<file path="src/rtl/mdu_iter.sv">
// Iterative multiply/divide unit: one shift-add or restoring-division step per cycle.
// Signed operations run on magnitudes and the sign is corrected in the DONE cycle.
module mdu_iter #(
  parameter int unsigned WIDTH = 32,
  parameter int unsigned CNT_W = 6
) (
  input  logic               clk,
  input  logic               rst,
  input  logic               start_i,
  input  logic [1:0]         op_i,
  input  logic [WIDTH-1:0]   opdata1_i,
  input  logic [WIDTH-1:0]   opdata2_i,
  input  logic               annul_i,
  output logic               busy_o,
  output logic               ready_o,
  output logic [2*WIDTH-1:0] result_o,
  output logic               div_zero_o,
  output logic               stallreq_o
);

  localparam int unsigned W2 = 2 * WIDTH;

  typedef enum logic [1:0] {S_IDLE, S_CALC, S_DONE} state_e;

  state_e           state_q, state_d;
  logic [CNT_W-1:0] cnt_q, cnt_d;
  logic [W2-1:0]    acc_q, acc_d;
  logic [WIDTH-1:0] opnd_q, opnd_d;
  logic             is_div_q, is_div_d;
  logic             neg_q, neg_d;
  logic             neg_rem_q, neg_rem_d;
  logic             dz_q, dz_d;
  logic [W2-1:0]    result_q, result_d;

  // Operand capture: magnitudes of signed operands (most-negative value maps onto itself)
  logic             is_signed, neg1, neg2, div_by_zero;
  logic [WIDTH-1:0] mag1, mag2;

  assign is_signed   = ~op_i[0];
  assign neg1        = is_signed & opdata1_i[WIDTH-1];
  assign neg2        = is_signed & opdata2_i[WIDTH-1];
  assign mag1        = neg1 ? (~opdata1_i + WIDTH'(1)) : opdata1_i;
  assign mag2        = neg2 ? (~opdata2_i + WIDTH'(1)) : opdata2_i;
  assign div_by_zero = op_i[1] & (opdata2_i == '0);

  // Shift-add step: acc = {partial product, remaining multiplier bits}
  logic [WIDTH:0] mul_sum;
  logic [W2-1:0]  mul_next;

  assign mul_sum  = {1'b0, acc_q[W2-1:WIDTH]} + (acc_q[0] ? {1'b0, opnd_q} : (WIDTH+1)'(0));
  assign mul_next = {mul_sum, acc_q[WIDTH-1:1]};

  // Restoring step: acc = {partial remainder, dividend bits / quotient bits}
  logic [WIDTH:0]   rem_sh;
  logic [WIDTH+1:0] div_diff;
  logic [W2-1:0]    div_next;

  assign rem_sh   = {acc_q[W2-1:WIDTH], acc_q[WIDTH-1]};
  assign div_diff = {1'b0, rem_sh} - {2'b00, opnd_q};
  assign div_next = div_diff[WIDTH+1] ? {rem_sh[WIDTH-1:0], acc_q[WIDTH-2:0], 1'b0}
                                      : {div_diff[WIDTH-1:0], acc_q[WIDTH-2:0], 1'b1};

  // Sign-corrected result presented in the DONE cycle
  logic [WIDTH-1:0] quot, rem;
  logic [W2-1:0]    final_res;

  assign quot = acc_q[WIDTH-1:0];
  assign rem  = acc_q[W2-1:WIDTH];

  always_comb begin
    final_res = acc_q;
    if (!dz_q) begin
      if (is_div_q) begin
        final_res = {(neg_rem_q ? (~rem + WIDTH'(1)) : rem),
                     (neg_q ? (~quot + WIDTH'(1)) : quot)};
      end else if (neg_q) begin
        final_res = ~acc_q + W2'(1);
      end
    end
  end

  assign busy_o     = (state_q != S_IDLE);
  assign ready_o    = (state_q == S_DONE) & ~annul_i;
  assign div_zero_o = ready_o & dz_q;
  assign stallreq_o = ((state_q == S_IDLE) & start_i & ~annul_i) | (state_q == S_CALC);
  assign result_o   = ready_o ? final_res : result_q;

  // Next-state and datapath update
  always_comb begin
    state_d   = state_q;
    cnt_d     = cnt_q;
    acc_d     = acc_q;
    opnd_d    = opnd_q;
    is_div_d  = is_div_q;
    neg_d     = neg_q;
    neg_rem_d = neg_rem_q;
    dz_d      = dz_q;
    result_d  = result_q;

    case (state_q)
      S_IDLE: begin
        if (start_i && !annul_i) begin
          state_d   = S_CALC;
          is_div_d  = op_i[1];
          neg_d     = neg1 ^ neg2;
          neg_rem_d = neg1;
          dz_d      = div_by_zero;
          if (div_by_zero) begin
            // A single frozen pass through CALC, result preloaded
            cnt_d  = CNT_W'(1);
            acc_d  = {opdata1_i, {WIDTH{1'b1}}};
            opnd_d = '0;
          end else begin
            cnt_d  = CNT_W'(WIDTH);
            acc_d  = {WIDTH'(0), (op_i[1] ? mag1 : mag2)};
            opnd_d = op_i[1] ? mag2 : mag1;
          end
        end
      end
      S_CALC: begin
        if (annul_i) begin
          state_d = S_IDLE;
        end else begin
          cnt_d = cnt_q - CNT_W'(1);
          if (!dz_q) acc_d = is_div_q ? div_next : mul_next;
          if (cnt_q == CNT_W'(1)) state_d = S_DONE;
        end
      end
      S_DONE: begin
        state_d = S_IDLE;
        if (ready_o) result_d = final_res;
      end
      default: state_d = S_IDLE;
    endcase
  end

  always_ff @(posedge clk or posedge rst) begin
    if (rst) begin
      state_q   <= S_IDLE;
      cnt_q     <= '0;
      acc_q     <= '0;
      opnd_q    <= '0;
      is_div_q  <= 1'b0;
      neg_q     <= 1'b0;
      neg_rem_q <= 1'b0;
      dz_q      <= 1'b0;
      result_q  <= '0;
    end else begin
      state_q   <= state_d;
      cnt_q     <= cnt_d;
      acc_q     <= acc_d;
      opnd_q    <= opnd_d;
      is_div_q  <= is_div_d;
      neg_q     <= neg_d;
      neg_rem_q <= neg_rem_d;
      dz_q      <= dz_d;
      result_q  <= result_d;
    end
  end

endmodule

</file>
<file path="config.mk">
export PLATFORM = sky130hd
export DESIGN_NAME = mdu_iter
export DESIGN_NICKNAME = d
export VERILOG_FILES = /design/src/rtl/mdu_iter.sv
export SDC_FILE = /design/constraint.sdc
export NUM_CORES = 1
export LEC_CHECK = 0
export BUFFER_PORTS_ARGS = -buffer_cell sky130_fd_sc_hd__buf_2
export CAP_MARGIN = 20
export CELL_PAD_IN_SITES_DETAIL_PLACEMENT = 0
export CELL_PAD_IN_SITES_GLOBAL_PLACEMENT = 1
export CORE_ASPECT_RATIO = 1.75
export CORE_MARGIN = 3
export CORE_UTILIZATION = 46
export DETAILED_ROUTE_END_ITERATION = 6
export PLACE_DENSITY_LB_ADDON = 0.1
export SYNTH_ARGS = -nofsm -noshare
export SYNTH_HDL_FRONTEND = slang
export SYNTH_SLANG_ARGS = --single-unit
</file>
<file path="constraint.sdc">
create_clock -name clk -period 6.1 [get_ports clk]
set_input_delay 0.61 -clock clk [delete_from_list [all_inputs] [get_ports clk]]
set_output_delay 0.61 -clock clk [all_outputs]
set_load 0.01 [all_outputs]
</file>
# Word-level counts from Yosys, hierarchy flattened
# Index checks and enable logic that the tools add are counted.
# totals
regBits	172
input_bits	70
out_inout_bits	68
# classes
addsub	8
n_eq_ne	7
mux	27
bitwise	16
reduce_logical	10
# ops
op	count
two-way mux 64 bit	10
two-way mux 32 bit	8
adder 32 x 1 -> 32 bit, second input constant	4
inverter 32 bit	4
one-hot mux 64 bit (2 select lines)	1
adder 64 x 1 -> 64 bit, second input constant	1
inverter 64 bit	1
subtractor 33 x 32 -> 34 bit	1
adder 32 x 32 -> 33 bit	1
logical NOT 32 bit	1
two-way mux 6 bit	3
one-hot mux 6 bit (2 select lines)	1
AND 1 bit	7
equality test 6 x 1 -> 1 bit, second input constant	1
two-way mux 2 bit	3
subtractor 6 x 1 -> 6 bit, second input constant	1
!= test 2 bit, second input constant	2
one-hot mux 2 bit (2 select lines)	1
AND reduction 2 bit	2
AND reduction 4 bit	1
nonzero test 2 bit	2
!= test 3 x 2 -> 1 bit, second input constant	1
AND reduction 3 bit	1
equality test 2 x 1 -> 1 bit, second input constant	1
8 further kinds	9

# Logic depth before layout (Yosys ltp)
# logic_depth
word_depth	7
depth_mapped	15
ltp_nobuf	12

# Worst setup path before layout
# No wires, ideal clock.
# synth_timing
path_kind	register to output
from	register acc_q[0]
to	output port result_o[60]
t_arrival_ns	2.956
slack_ns	2.534
stages_incl_launch_ff	14
path_cell_list	dfrtp_1 -> clkinv_1 -> clkbuf_1 -> ha_1 -> nor3b_1 -> and2_1 -> nand4_1 -> or3_1 -> buf_2 -> o21ai_1 -> a21oi_1 -> o31ai_1 -> xor2_1 -> o21ai_0
# synth_between
elab_chain_cells	6
# synth_rtl
element	line	source
from (decl)	27	logic [W2-1:0] acc_q, acc_d;
from (signal assigned)	141	acc_q <= '0;
from (signal assigned)	151	acc_q <= acc_d;
inverter 64 bit	77	final_res = ~acc_q + W2'(1);
adder 64 x 1 -> 64 bit	77	
two-way mux 64 bit	76	end else if (neg_q) begin
two-way mux 64 bit	73	if (is_div_q) begin
two-way mux 64 bit	72	if (!dz_q) begin
two-way mux 64 bit	--	
to (decl)	16	output logic [2*WIDTH-1:0] result_o,
# Every way passes these cells.

# Final worst setup path
# layout_timing
from	register acc_q[35]
to	output port result_o[52]
# layout_between
elab_chain_cells	6
elab_cells_between_ends	9
classes_between	add/sub: 2; mux: 5; bitwise: 2
# layout_rtl
element	line
inverter 64 bit or inverter 32 bit (tied branches)	77, 74
adder 64 x 1 -> 64 bit or adder 32 x 1 -> 32 bit (tied branches)	77, 74
two-way mux 64 bit or two-way mux 32 bit (tied branches)	76, 74
two-way mux 64 bit (*)	73
two-way mux 64 bit (*)	72
two-way mux 64 bit (*)	--
# Every way passes the cells marked *; elsewhere a longest branch is shown, timed or not.

==> summary.txt <==
Timing
  – Setup WS post-layout: 1510 ps
  – Tmin final: 4590 ps
  – Fmax: 218 MHz
  – Final slew viol count: 0
  – Period Utilization, post-route: 75.2%
  – Setup TNS Final: 0 ps
  – Worst-margin pin slew: 1010 ps
  – RSZ-0062 raised after global routing: no
  – Final Hold Viols: 0
  – Setup Skew: 19.9 ps
  – Hold WS: 273 ps
  – Final setup violation count: 0
  – Worst slew margin: 32.3%

Die
  – Die width: 145 um
  – Top Ports: 138
  – Die height: 249 um
  – Rows: 88
  – Core Area: 33100 um2
  – Die ar.: 36100 um2
  – Initial cell density of the core: 46.9%

Final layout
  – Design area: 17100 um2
  – Final nets: 2248
  – Diodes inserted: 0
  – Layout cell share with drive strength beyond 1: 12.7%
  – Area grow syn2layout: 9.97%

CTS
  – Reg clk slew, reported paths: 70 ps
  – Skew-Pair Late Insertion Delay: 460 ps
  – Post_cts resized: 0
  – Hold_buf cts: 0
  – Clock sink count: 172
  – Bufs on Longest Clock Path: 2
  – Setup bufs post-CTS: 0
  – Root Buffer: clkbuf_16
  – Cts bufs inserted: 17
  – CTS H-tree lvls: 4
  – CTS tree: done

Route
  – First-pass detailed-route iteration total: 6
  – Vias per inst: 6.10
  – DRC: 0
  – Post-DRT Antenna Nets: 0
  – Violation count after the first detailed-route iteration: 1281
  – Avg WL per Cell: 22.8 um
  – Vias: 15700
  – Post-Route WL: 58700 um

Logic synthesis
  – Most frequent cell after synthesis: o21ai_0
  – Post-Syn Nets: 2191
  – Commonest cells post-synth: o21ai_0 (279), nand2_1 (260), nor2_1 (200)
  – Netlist cell types: 89
  – Synth async-reset ratio: 100%
  – Mapped Cells: 2049
  – Syn avg cell area: 7.58 um2
  – Yosys Warn Count: 0
  – Register bit total from synthesis: 172
  – Top_reg_cell synth: dfrtp_1
  – Yosys top cell area share: 27.7%
  – Post-synth top area cell: dfrtp_1
  – Post-synthesis sequential area ratio: 27.7%
  – Largest cells by area after synthesis: dfrtp_1 (28%), o21ai_0 (9.0%), nand2_1 (6.3%)
  – Number of synthesized flops with an enable pin: 0
  – Post-Syn Area: 15500 um2

Global route
  – Number of global-route vias before repair: 14800
  – Largest net degree at the start of global routing: 94
  – Global-route wire length before repair: 88500 um
  – Initial antenna violation count: 0
  – Tot GR Track Use: 32.1%
  – Congestion Overflow GR: 0

Placement
  – Port bufs: 137
  – Post-DP Area: 16400 um2
  – DP Worst Slack: 1860 ps
  – DPL Wire Length: 45500 um
  – Gp weighted congestion: 0.986

Run status
  – Outcome: finished, final reports clean

Critical path
  – Startpoint types: flop
  – Reg2reg setup slack: 1750 ps
  – Worst Path Arrival: 3980 ps
  – CP max FO: 9
  – Worst EP required: 5490 ps
  – Critical path class: flop to primary output
  – CP endpoint kind: primary output

Worst hold path
  – HP Class: primary input to async pin

Pwr
  – Pwr Total: 10.0 mW
  – IR drop worst, VDD: 0.239 mV
  – Pwr/cell area: 587 nW/um2
  – Pleak: 7.48 nW

Flow run
  – Max Cap Viol: 0
==> cell families (layout without fill, tap and decap cells) <==
logic type	count (synthesis)	count (layout)	share of synthesized area, %
and+or+nand+nor	687	687	20.8
xor gates and xnor gates	169	169	9.53
buffers and inverters	196	266	5.58
AOI/OAI and AO/OA	706	706	27.2
adders and majority gates	72	72	5.90
muxes	47	47	3.28
DFF	172	172	27.7
==> area by class of cell <==
class / count / area, um2
Fill cell: 3315 / 16100
Multi-Input combinational cell: 1681 / 10400
Sequential cell: 172 / 4310
Timing Repair Buffer: 168 / 922
Tap cell: 450 / 563
Clock buffer: 18 / 439
Inverter: 66 / 253
Clock inverter: 14 / 221
==> path summary, 6_finish.rpt <==
path | start | to | depth (start not counted)
worst max-delay path | acc_q[35]$_DFFE_PP0P_ | result_o[52] | 10
worst min-delay path | rst | result_q[50]$_DFFE_PP0N_ | 2
worst max register to register | acc_q[46]$_DFFE_PP0P_ | acc_q[41]$_DFFE_PP0P_ | 11
worst min register to register | result_q[34]$_DFFE_PP0N_ | result_q[34]$_DFFE_PP0N_ | 2
max in group asynchronous | rst | is_div_q$_DFFE_PP0P_ | 3
min in group clk | opdata1_i[5] | acc_q[37]$_DFFE_PP0P_ | 3
==> power breakdown <==
| group | internal [mW] | switching (mW) | leakage (nW) |
|---|---|---|---|
| sequential | 1.61 | 0.656 | 2.23 |
| combinational | 2.48 | 4.03 | 4.93 |
| clock | 0.682 | 0.567 | 0.321 |
| total | 4.77 | 5.25 | 7.48 |
==> worst max-delay path: stages (launching register included) <==
cell     delay [ps]
dfrtp_1         550
or4_4           650
nor4_2          570
nand2_1         210
nor4_1          470
or3b_1          420
nand2_1          80
a21oi_1          80
xnor2_1         160
o21ai_0         170
buf_2           160
==> per-stage QoR <==
step	utilization [%]	std cells
CTS	51.5	2568
floorplan	-	2049
global route	51.5	2569
global placement	49.5	2536
finish	51.5	2569
detailed placement	49.5	2536
==> state kept, by name, summed over array words and instances, names as in the netlist <==
signal,count
acc_q,64
cnt_q,6
dz_q,1
is_div_q,1
neg_q,1
neg_rem_q,1
opnd_q,32
result_q,64
state_q,2
==> per-layer routing <==
metal / global-route usage, % / part of all wire, % / vias to the layer above
met4: 21.7 / 8.0 / 0
li1: - / - / 7482
met3: 2.94 / 4.8 / 170
met5: 0 / 0 / -
met1: 39.8 / 40 / 7428
met2: 51.8 / 47 / 589
==> cell usage in the layout (no fill, tap or decap), types with 17 or more instances in the layout <==
cell type	count
buf_4	30
o21ai_0	279
and3_1	19
dfrtp_1	171
mux2_2	31
nand3_1	25
xnor2_1	98
nor4_1	22
ha_1	70
nor2_1	199
a31oi_1	24
xor2_1	71
buf_2	137
clkbuf_16	17
a21oi_1	178
o211ai_1	33
o31ai_1	24
o22ai_1	25
a211oi_1	20
nor3_1	32
nor2b_1	17
inv_1	64
nand2_1	260
No activity file was read; power rests on OpenSTA's default activity.
